--- src/rtl/adder_4bit_reg.sv ---
// Registered 4-bit ripple-carry adder: {Cout,Sum} = A + B + Cin, one cycle of latency,
// with signed overflow and zero flags captured alongside the sum.
module adder_4bit_reg #(
  parameter int unsigned WIDTH = 4
) (
  input  logic             clk,
  input  logic             rst_n,
  input  logic             in_valid,
  input  logic [WIDTH-1:0] A,
  input  logic [WIDTH-1:0] B,
  input  logic             Cin,
  output logic [WIDTH-1:0] Sum,
  output logic             Cout,
  output logic             Ovf,
  output logic             Zero,
  output logic             out_valid
);

  logic [WIDTH-1:0] sum_c;
  logic             carry_c;
  logic             ovf_c;

  // Ripple chain of full-adder cells; carry_c walks from bit 0 up to the carry-out.
  always_comb begin
    sum_c   = '0;
    carry_c = Cin;
    for (int i = 0; i < WIDTH; i++) begin
      sum_c[i] = A[i] ^ B[i] ^ carry_c;
      carry_c  = (A[i] & B[i]) | (carry_c & (A[i] ^ B[i]));
    end
    ovf_c = (A[WIDTH-1] == B[WIDTH-1]) && (sum_c[WIDTH-1] != A[WIDTH-1]);
  end

  // Result registers update only on accepted operands; otherwise they hold.
  always_ff @(posedge clk) begin
    if (!rst_n) begin
      Sum       <= '0;
      Cout      <= 1'b0;
      Ovf       <= 1'b0;
      Zero      <= 1'b0;
      out_valid <= 1'b0;
    end else begin
      out_valid <= in_valid;
      if (in_valid) begin
        Sum  <= sum_c;
        Cout <= carry_c;
        Ovf  <= ovf_c;
        Zero <= (sum_c == '0);
      end
    end
  end

endmodule

--- config.mk ---
export PLATFORM = sky130hd
export DESIGN_NAME = adder_4bit_reg
export DESIGN_NICKNAME = d
export VERILOG_FILES = /design/src/rtl/adder_4bit_reg.sv
export SDC_FILE = /design/constraint.sdc
export NUM_CORES = 1
export LEC_CHECK = 0
export BUFFER_PORTS_ARGS = -buffer_cell sky130_fd_sc_hd__buf_2
export CORE_AREA = 2 2 39 41
export CTS_BUF_LIST = sky130_fd_sc_hd__clkbuf_8
export DETAILED_ROUTE_END_ITERATION = 12
export DIE_AREA = 0 0 41 43
export GPL_ROUTABILITY_DRIVEN = 0
export PLACE_DENSITY = 0.66
export SYNTH_ARGS = -nofsm -noshare
export SYNTH_HDL_FRONTEND = slang
export SYNTH_SLANG_ARGS = --single-unit
--- constraint.sdc ---
create_clock -name clk -period 5.2 [get_ports clk]
set_clock_uncertainty 0.15 [all_clocks]
set_input_delay 0.52 -clock clk [delete_from_list [all_inputs] [get_ports clk]]
set_output_delay 0.52 -clock clk [all_outputs]
set_load 0.03 [all_outputs]
After elaboration in Yosys (flattened, before gate mapping)
Index checks and enable logic that the tools add are counted.
{ "op_classes": {"eq_ne": 2, "bitwise": 20, "reduce_logical": 2} }
{ "ops": {"columns": ["op", "count"], "rows": [
  ["1-bit bitwise AND", 8],
  ["1-bit XOR", 8],
  ["4-bit zero test", 1],
  ["1-bit OR", 4],
  ["1-bit equality test", 1],
  ["1-bit logical AND", 1],
  ["1-bit != test", 1]
]} }
{ "totals": {"in_bits": 12, "register_bits": 8, "wordCells": 29, "output_inout_bits": 8} }

Depth between registers and ports, before layout
Gate-level depths: netlist (run 1).
{ "logic_depth": {"word_depth": 10, "ltp_mapped": 7} }

Worst setup path after synthesis (run 1)
Ideal clock, no wire load.
{ "synth_path": {"path_type": "input port to flip-flop", "from": "in A[0]", "to": "reg Zero", "required_ns": 4.933, "n_path_buf": 0, "stages": 7, "setup_slack_ns": 2.421, "t_arrival_ns": 2.512, "cell_sequence": "fa_1 -> fa_1 -> fa_1 -> inv_1 -> fa_1 -> nor4b_2 -> a22o_1"} }
{ "synth_between": {"elab_chain_len": 9, "elab_cells_between_ends": 13} }
{ "synth_rtl": {"columns": ["item", "line_no", "rtl"], "rows": [
  ["start: declaration", "9", "input logic [WIDTH-1:0] A,"],
  ["1-bit XOR", "28, 29", null],
  ["1-bit bitwise AND", "29", "carry_c = (A[i] & B[i]) | (carry_c & (A[i] ^ B[i]));"],
  ["1-bit OR", "29", null],
  ["1-bit bitwise AND", "29", null],
  ["1-bit OR", "29", null],
  ["1-bit bitwise AND", "29", null],
  ["1-bit OR", "29", null],
  ["1-bit XOR", "28", "sum_c[i] = A[i] ^ B[i] ^ carry_c;"],
  ["4-bit zero test (*)", "48", "Zero <= (sum_c == '0);"],
  ["end signal: assignment", "48", null],
  ["end: declaration", "15", "output logic Zero,"]
]} }
Mark *: on every way between the ends. The rest lies on a longest branch, timed or not.
A chain may end at the register's enable or synchronous reset.

Final worst setup path (run 1)
Ends and elaborated chain as after synthesis.

==> flow_metrics.env, run 1 <==
export IMPL_status="finished, final reports clean"
export IMPL_start_util=0.3137
export IMPL_remaining_drc_errors=0
export IMPL_power_leakage_nw=0.2944
export IMPL_whs_path_depth=2
export IMPL_synth_area_top_cells="dfxtp_1 37%, fa_1 18%, mux2i_1 6.9%, buf_6 5.2%, o211a_1 4.6%"
export IMPL_rr_endpoint="Zero"
export IMPL_crit_path_cell_trace="buf_2 -> fa_1 -> fa_1 -> fa_1 -> inv_1 -> fa_1 -> nor4b_2 -> a22o_1"
export IMPL_layout_common_cells="19 x buf_2, 8 x dfxtp_1, 4 x fa_1"
export IMPL_synth_distinct_cells=16
export IMPL_crit_path_max_fanout=3
export IMPL_slew_headroom=0.8625
export IMPL_design_area_um2=568.0
export IMPL_synth_xor_area_share=0.02017
export IMPL_wl_per_cell_um=9.986
export IMPL_gr_total_overflow=0
export IMPL_diodes=0
export IMPL_coreArea_um2=1384
export IMPL_synthAdderAreaFrac=0.2133
export IMPL_syn_inst=36
export IMPL_pwr_density_cell_nw_per_um2=325.9
export IMPL_grt_pass1_wl_mm=1.248
export IMPL_avgSynthCellArea_um2=12.06
export IMPL_grt_pass1_vias=302
export IMPL_viasPerCell=4.347
export IMPL_seqPwrFrac=0.372
export IMPL_post_cts_setup_buffers=0
export IMPL_track_usage=0.1072
export IMPL_drtIter0Drc=0
export IMPL_numCtsBuffers=3
export IMPL_clkLatencyLatePin_ps=220
export IMPL_dp_slack_ps=2195
export IMPL_crit_slowest_cell="fa_1"
export IMPL_synth_top_family_by_area="adder cells"
export IMPL_nNetsFinal=75
export IMPL_hold_class="flip-flop to flip-flop"
export IMPL_yosys_area_top_type="dfxtp_1"
export IMPL_utilization=0.4105
export IMPL_cp_start_kind="input pin"
export IMPL_cap_violations=0
export IMPL_fill_cells=138
export IMPL_required_ps=5160
export IMPL_clockBufferDepth=2
export IMPL_cts_resized=0
export IMPL_tns_ps=0
export IMPL_cts_root_buf="clkbuf_8"
export IMPL_hold_violations=0
export IMPL_ff2ff_setup_slack_ps=4280
export IMPL_slew_viol_final=0
export IMPL_muxShareOfSynthArea=0.06916
export IMPL_grt_start_max_net_pins=12
export IMPL_pin_count=20
export IMPL_layout_setup_ws_ps=2441
export IMPL_cts_tree="yes"
export IMPL_mostFrequentLayoutCell="buf_2"
export IMPL_fp_dieW_um=41
export IMPL_max_freq_mhz=362.4
export IMPL_hold_start="Ovf"
export IMPL_p_clk_frac=0.388
export IMPL_synth_area_um2=434.2
export IMPL_ff_latch_area_um2=160.2
export IMPL_pwr_share_comb=0.240
export IMPL_path_class="input pin to flip-flop"
export IMPL_tightest_slew_ps=206.3
export IMPL_setup_viol=0
export IMPL_period_share=0.5306
export IMPL_rows=14
export IMPL_arrival_ps=2720
export IMPL_antenna_left=0
export IMPL_ir_drop_mv=0.08574
export IMPL_cts_sinks=8
export IMPL_layout_drive_gt1_share=0.4464
export IMPL_areaGrowthSynthToFinish_pct=30.84
export IMPL_fp_dieArea_um2=1763
export IMPL_synth_compound_area_frac=0.07781
export IMPL_ys_seq_area_frac=0.3689
export IMPL_multiInputGateArea_um2=240.2
export IMPL_end_kind="flip-flop"
export IMPL_cts_hold_buf=0
export IMPL_grt_setup_unrepaired="false"
export IMPL_finalCriticalPeriod_ps=2759
export IMPL_internal_power_w=0.0001355
export IMPL_syn_nets=53
export IMPL_clk_pin_slew_worst_paths_ps=40
export IMPL_switchingPower_w=0.00004960
export IMPL_sw_frac_of_total=0.2679
export IMPL_dr_pass1_iters=1
export IMPL_placed_area_um2=526.8
export IMPL_r2r_start="Zero"
export IMPL_wirelength_um=719
export IMPL_yosysWarnings=0
export IMPL_slowest_delay_ps=450
export IMPL_ys_ff_latch=8
export IMPL_path_common_cell="fa_1"
export IMPL_vias=313
export IMPL_synth_top_area_share=0.3689
export IMPL_cts_max_level=1
export IMPL_hold_path_end="Ovf"
export IMPL_antenna_found_initial=0
export IMPL_fp_dieH_um=43
export IMPL_yosys_area_share_simple=0.1729
export IMPL_io_buffers=19
export IMPL_rr_worst_depth=2
==> per-stage QoR <==
| step | hold WS, ps | instances | total power (W) |
|---|---|---|---|
| finish | 315.4 | 72 | 0.0001851 |
| floorplan | 448.4 | 36 | 0.0001021 |
| CTS | 321.9 | 72 | 0.0001891 |
| detailed placement | 314.3 | 69 | 0.0001150 |
| global route | 335.2 | 72 | 0.0001988 |
| global placement | 308.2 | 69 | 0.0001143 |
==> cells by family after synthesis <==
logic type      Yosys count
simple gates             10
flops                     8
buf+inv                   5
fa+ha+maj                 5
compound gates            4
mux                       3
xor+xnor                  1
==> state kept, by name (all words and copies together) (netlist names) <==
signal,flops
out_valid,1
Ovf,1
Cout,1
Zero,1
Sum,4
==> worst max-delay path, delay by kind of cell <==
kind,cells,cell delay [ps]
adder cells (fa/ha/maj),4,1650
AND/OR/NAND/NOR,1,180
buffers and inverters,2,190
AO/OA/AOI/OAI,1,170
==> worst max-delay path by stage <==
stage	startpoint	to	slack, ps	cells after the start
6_report	A[0]	Zero	2440	8
5_1_grt	A[0]	Zero	2340	8
4_1_cts	A[0]	Zero	2430	8
3_5_place_dp	A[0]	Zero	2190	8
3_3_place_gp	A[0]	Zero	2220	8
2_1_floorplan	A[0]	Zero	2420	7
==> synth_stat cells, drive strengths merged <==
| master | instances |
|---|---|
| buf | 2 |
| nor2b | 3 |
| nand3b | 2 |
| mux2i | 3 |
| fa | 4 |
| o21ai | 1 |
| xor2 | 1 |
| nand2 | 2 |
| inv | 3 |
| and2 | 1 |
| ha | 1 |
| nor4b | 1 |
| a22o | 1 |
| dfxtp | 8 |
| o211a | 2 |
| and2b | 1 |
==> area by class of cell <==
type,count,area share
Inverter,3,0.01982
Clock buffer,3,0.07269
Tap cell,16,0.03524
Sequential cell,8,0.2819
Timing Repair Buffer,19,0.1674
Multi-Input combinational cell,23,0.4229
==> layer usage <==
layer,track usage,routed length (um)
met1,0.1316,311
met5,0,0
met4,0.08000,0
met3,0.03141,69
met2,0.1500,338
==> power by group through the flow <==
stage	clock network [W]	logic, W	registers [W]
finish	0.0000718	0.0000444	0.0000689
global placement	0	0.0000443	0.0000699
detailed placement	0	0.0000450	0.0000700
floorplan	0	0.0000220	0.0000801
CTS	0.0000749	0.0000452	0.0000690
global route	0.0000793	0.0000500	0.0000695
Power figures use the tool's default switching activity.
==> run 2: changes to the inputs <==
- ABC_AREA: default -> 1
- PLACE_DENSITY: 0.66 -> 0.67
- clock period: 5.2 -> 2.4 ns (I/O delays scaled with it)
==> run 2 against run 1 <==
Compared with the run above: synthesized cell count rose by 25%; first-iteration DRC count increased by 4; register-to-register slack worse by 2600 ps; die area stayed put; wire length rose by 1.4%; sequential share of layout area unchanged; via count up 9.9%; critical path type unchanged.
==> flow_metrics.env, run 2 <==
export IMPL_status="finished, final reports clean"
export IMPL_largest_register_ffs=4
export IMPL_ys_ff_latch=8
export IMPL_cp_top_family="adder cells"
export IMPL_synth_most_common_cell="dfxtp_1"
export IMPL_fp_dieH_um=43
export IMPL_cts_sinks=8
export IMPL_synth_edf_count=0
export IMPL_io_buffers=19
export IMPL_cts_max_level=1
export IMPL_grt_setup_unrepaired="false"
export IMPL_slew_headroom=0.8705
export IMPL_layout_setup_ws_ps=136.3
export IMPL_gr_total_overflow=0
export IMPL_crit_path_cell_trace="buf_2 -> fa_2 -> fa_2 -> fa_1 -> inv_1 -> fa_2 -> inv_1 -> nand2_1 -> nand3_1 -> a21oi_1"
export IMPL_antenna_found_initial=0
export IMPL_cap_violations=0
export IMPL_max_freq_mhz=441.8
export IMPL_slowest_delay_ps=470
export IMPL_cts_hold_buf=0
export IMPL_pin_count=20
export IMPL_avgSynthCellArea_um2=9.231
export IMPL_syn_inst=45
export IMPL_clk_pin_slew_worst_paths_ps=40
export IMPL_tightest_slew_ps=194.2
export IMPL_power_leakage_nw=0.2888
export IMPL_mostFrequentLayoutCell="buf_2"
export IMPL_viasPerCell=4.195
export IMPL_syn_nets=62
export IMPL_cp_start_kind="input pin"
export IMPL_areaGrowthSynthToFinish_pct=36.75
export IMPL_period_share=0.9432
export IMPL_synth_area_um2=415.4
export IMPL_synth_area_top_cells="dfxtp_1 39%, fa_1 19%, inv_1 6.3%, nor2_1 5.4%, a21oi_1 3.6%"
export IMPL_layout_drive_gt1_share=0.4545
export IMPL_remaining_drc_errors=0
export IMPL_grt_pass1_vias=333
export IMPL_hold_start="rst_n"
export IMPL_clkLatencyLatePin_ps=220
export IMPL_wirelength_um=729
export IMPL_clockBufferDepth=2
export IMPL_rr_endpoint="Sum[2]"
export IMPL_diodes=0
export IMPL_synth_main_ff_cell="dfxtp_1"
export IMPL_hold_class="input pin to flip-flop"
export IMPL_fp_dieW_um=41
export IMPL_path_class="input pin to flip-flop"
export IMPL_cp_buffers_inverters=3
export IMPL_antenna_left=0
export IMPL_pwr_density_cell_nw_per_um2=709.0
export IMPL_slew_viol_final=0
export IMPL_dr_wl_met3_um=67
export IMPL_ff2ff_setup_slack_ps=1650
export IMPL_fp_dieArea_um2=1763
export IMPL_wl_met2_um=362
export IMPL_setup_viol=0
export IMPL_dpl_hpwl_um=612.5
export IMPL_finalCriticalPeriod_ps=2264
export IMPL_highest_layer="met3"
export IMPL_nNetsFinal=85
export IMPL_placed_area_um2=521.8
export IMPL_arrival_ps=2220
export IMPL_synth_common_cells="8 x dfxtp_1, 7 x inv_1, 6 x nor2_1"
export IMPL_hold_path_end="Ovf"
export IMPL_crit_slowest_cell="fa_2"
export IMPL_ir_drop_mv=0.4708
export IMPL_numCtsBuffers=3
export IMPL_drtIter0Drc=4
export IMPL_largest_register="Sum"
export IMPL_required_ps=2360
export IMPL_grt_start_max_net_pins=12
export IMPL_path_common_cell="fa_2"
export IMPL_dr_pass1_iters=4
export IMPL_rr_worst_depth=2
export IMPL_yosys_area_top_type="dfxtp_1"
export IMPL_ys_seq_area_frac=0.3855
export IMPL_rows=14
export IMPL_synth_top_area_share=0.3855
export IMPL_design_area_um2=568.0
export IMPL_synth_distinct_cells=16
export IMPL_crit_path_max_fanout=4
export IMPL_start_util=0.3002
export IMPL_coreArea_um2=1384
export IMPL_wl_per_cell_um=8.890
export IMPL_yosysWarnings=0
export IMPL_end_kind="flip-flop"
export IMPL_synthArstFlopShare=0
export IMPL_vias=344
export IMPL_whs_path_depth=3
export IMPL_layout_common_cells="19 x buf_2, 8 x dfxtp_1, 7 x inv_1, 6 x nor2_1, 4 x nand2_1"
export IMPL_dp_slack_ps=-192.6
export IMPL_cts_tree="yes"
export IMPL_timing_hold_ws_ps=157.3
export IMPL_track_usage=0.1105
export IMPL_hold_violations=0
export IMPL_grt_pass1_wl_mm=1.276
export IMPL_r2r_start="Sum[2]"
export IMPL_cts_root_buf="clkbuf_8"
export IMPL_wl_met1_um=299
[run 2: logic make-up after synthesis]
kind of cell               share of synthesized area
AOI/OAI and AO/OA                             0.1385
and+or+nand+nor                               0.1536
buffers and inverters                        0.09940
DFF                                           0.3855
adders and majority gates                     0.2229
[run 2: timing repair]
action	in CTS	in global routing
setup endpoints to repair	0	1
gates resized for setup	0	2
setup buffers	0	0
[run 2: routing by layer]
layer	vias to the layer above	GRT usage
met2	13	0.1594
li1	182	-
met3	0	0.06806
met4	0	0.04000
met1	149	0.1296
met5	-	0
[run 2: where the power goes]
| part | switching (W) | internal [W] | leakage (nW) |
|---|---|---|---|
| Sequential | 0.00000475 | 0.000144 | 0.0663 |
| Combinational | 0.0000600 | 0.0000369 | 0.201 |
| Clock | 0.0000485 | 0.000108 | 0.0216 |
| Total | 0.000113 | 0.000289 | 0.289 |
[run 2: final cells by class]
| cell class | instances | area, um^2 |
|---|---|---|
| Timing Repair Buffer | 19 | 95.09 |
| Multi-Input combinational cell | 28 | 221.5 |
| Tap cell | 16 | 20.02 |
| Fill cell | 144 | 815.8 |
| Clock buffer | 3 | 41.29 |
| Inverter | 8 | 30.03 |
| Sequential cell | 8 | 160.2 |
[run 2: worst max-delay path by stage]
| stage | to | slack (ps) | cells after the start | from |
|---|---|---|---|---|
| floorplan | Ovf | 9 | 9 | A[0] |
| global placement | Ovf | -180 | 10 | A[0] |
| detailed placement | Ovf | -190 | 10 | A[0] |
| CTS | Ovf | 40 | 10 | A[0] |
| global route | Ovf | 50 | 10 | A[0] |
| finish | Ovf | 140 | 10 | A[0] |
[run 2: worst min-delay path, delay by kind of cell]
family	cells	cell delay, ps
buffers and inverters	1	150
AO/OA/AOI/OAI	2	90
[run 2: stage by stage]
stage,util,total power [W],cells,setup TNS (ps)
floorplan,-,0.0002184,45,0
global placement,0.3770,0.0002466,79,-240.5
detailed placement,0.3770,0.0002484,79,-294.7
CTS,0.4069,0.0004064,82,0
global route,0.4105,0.0004272,82,0
finish,0.4105,0.0004027,82,0
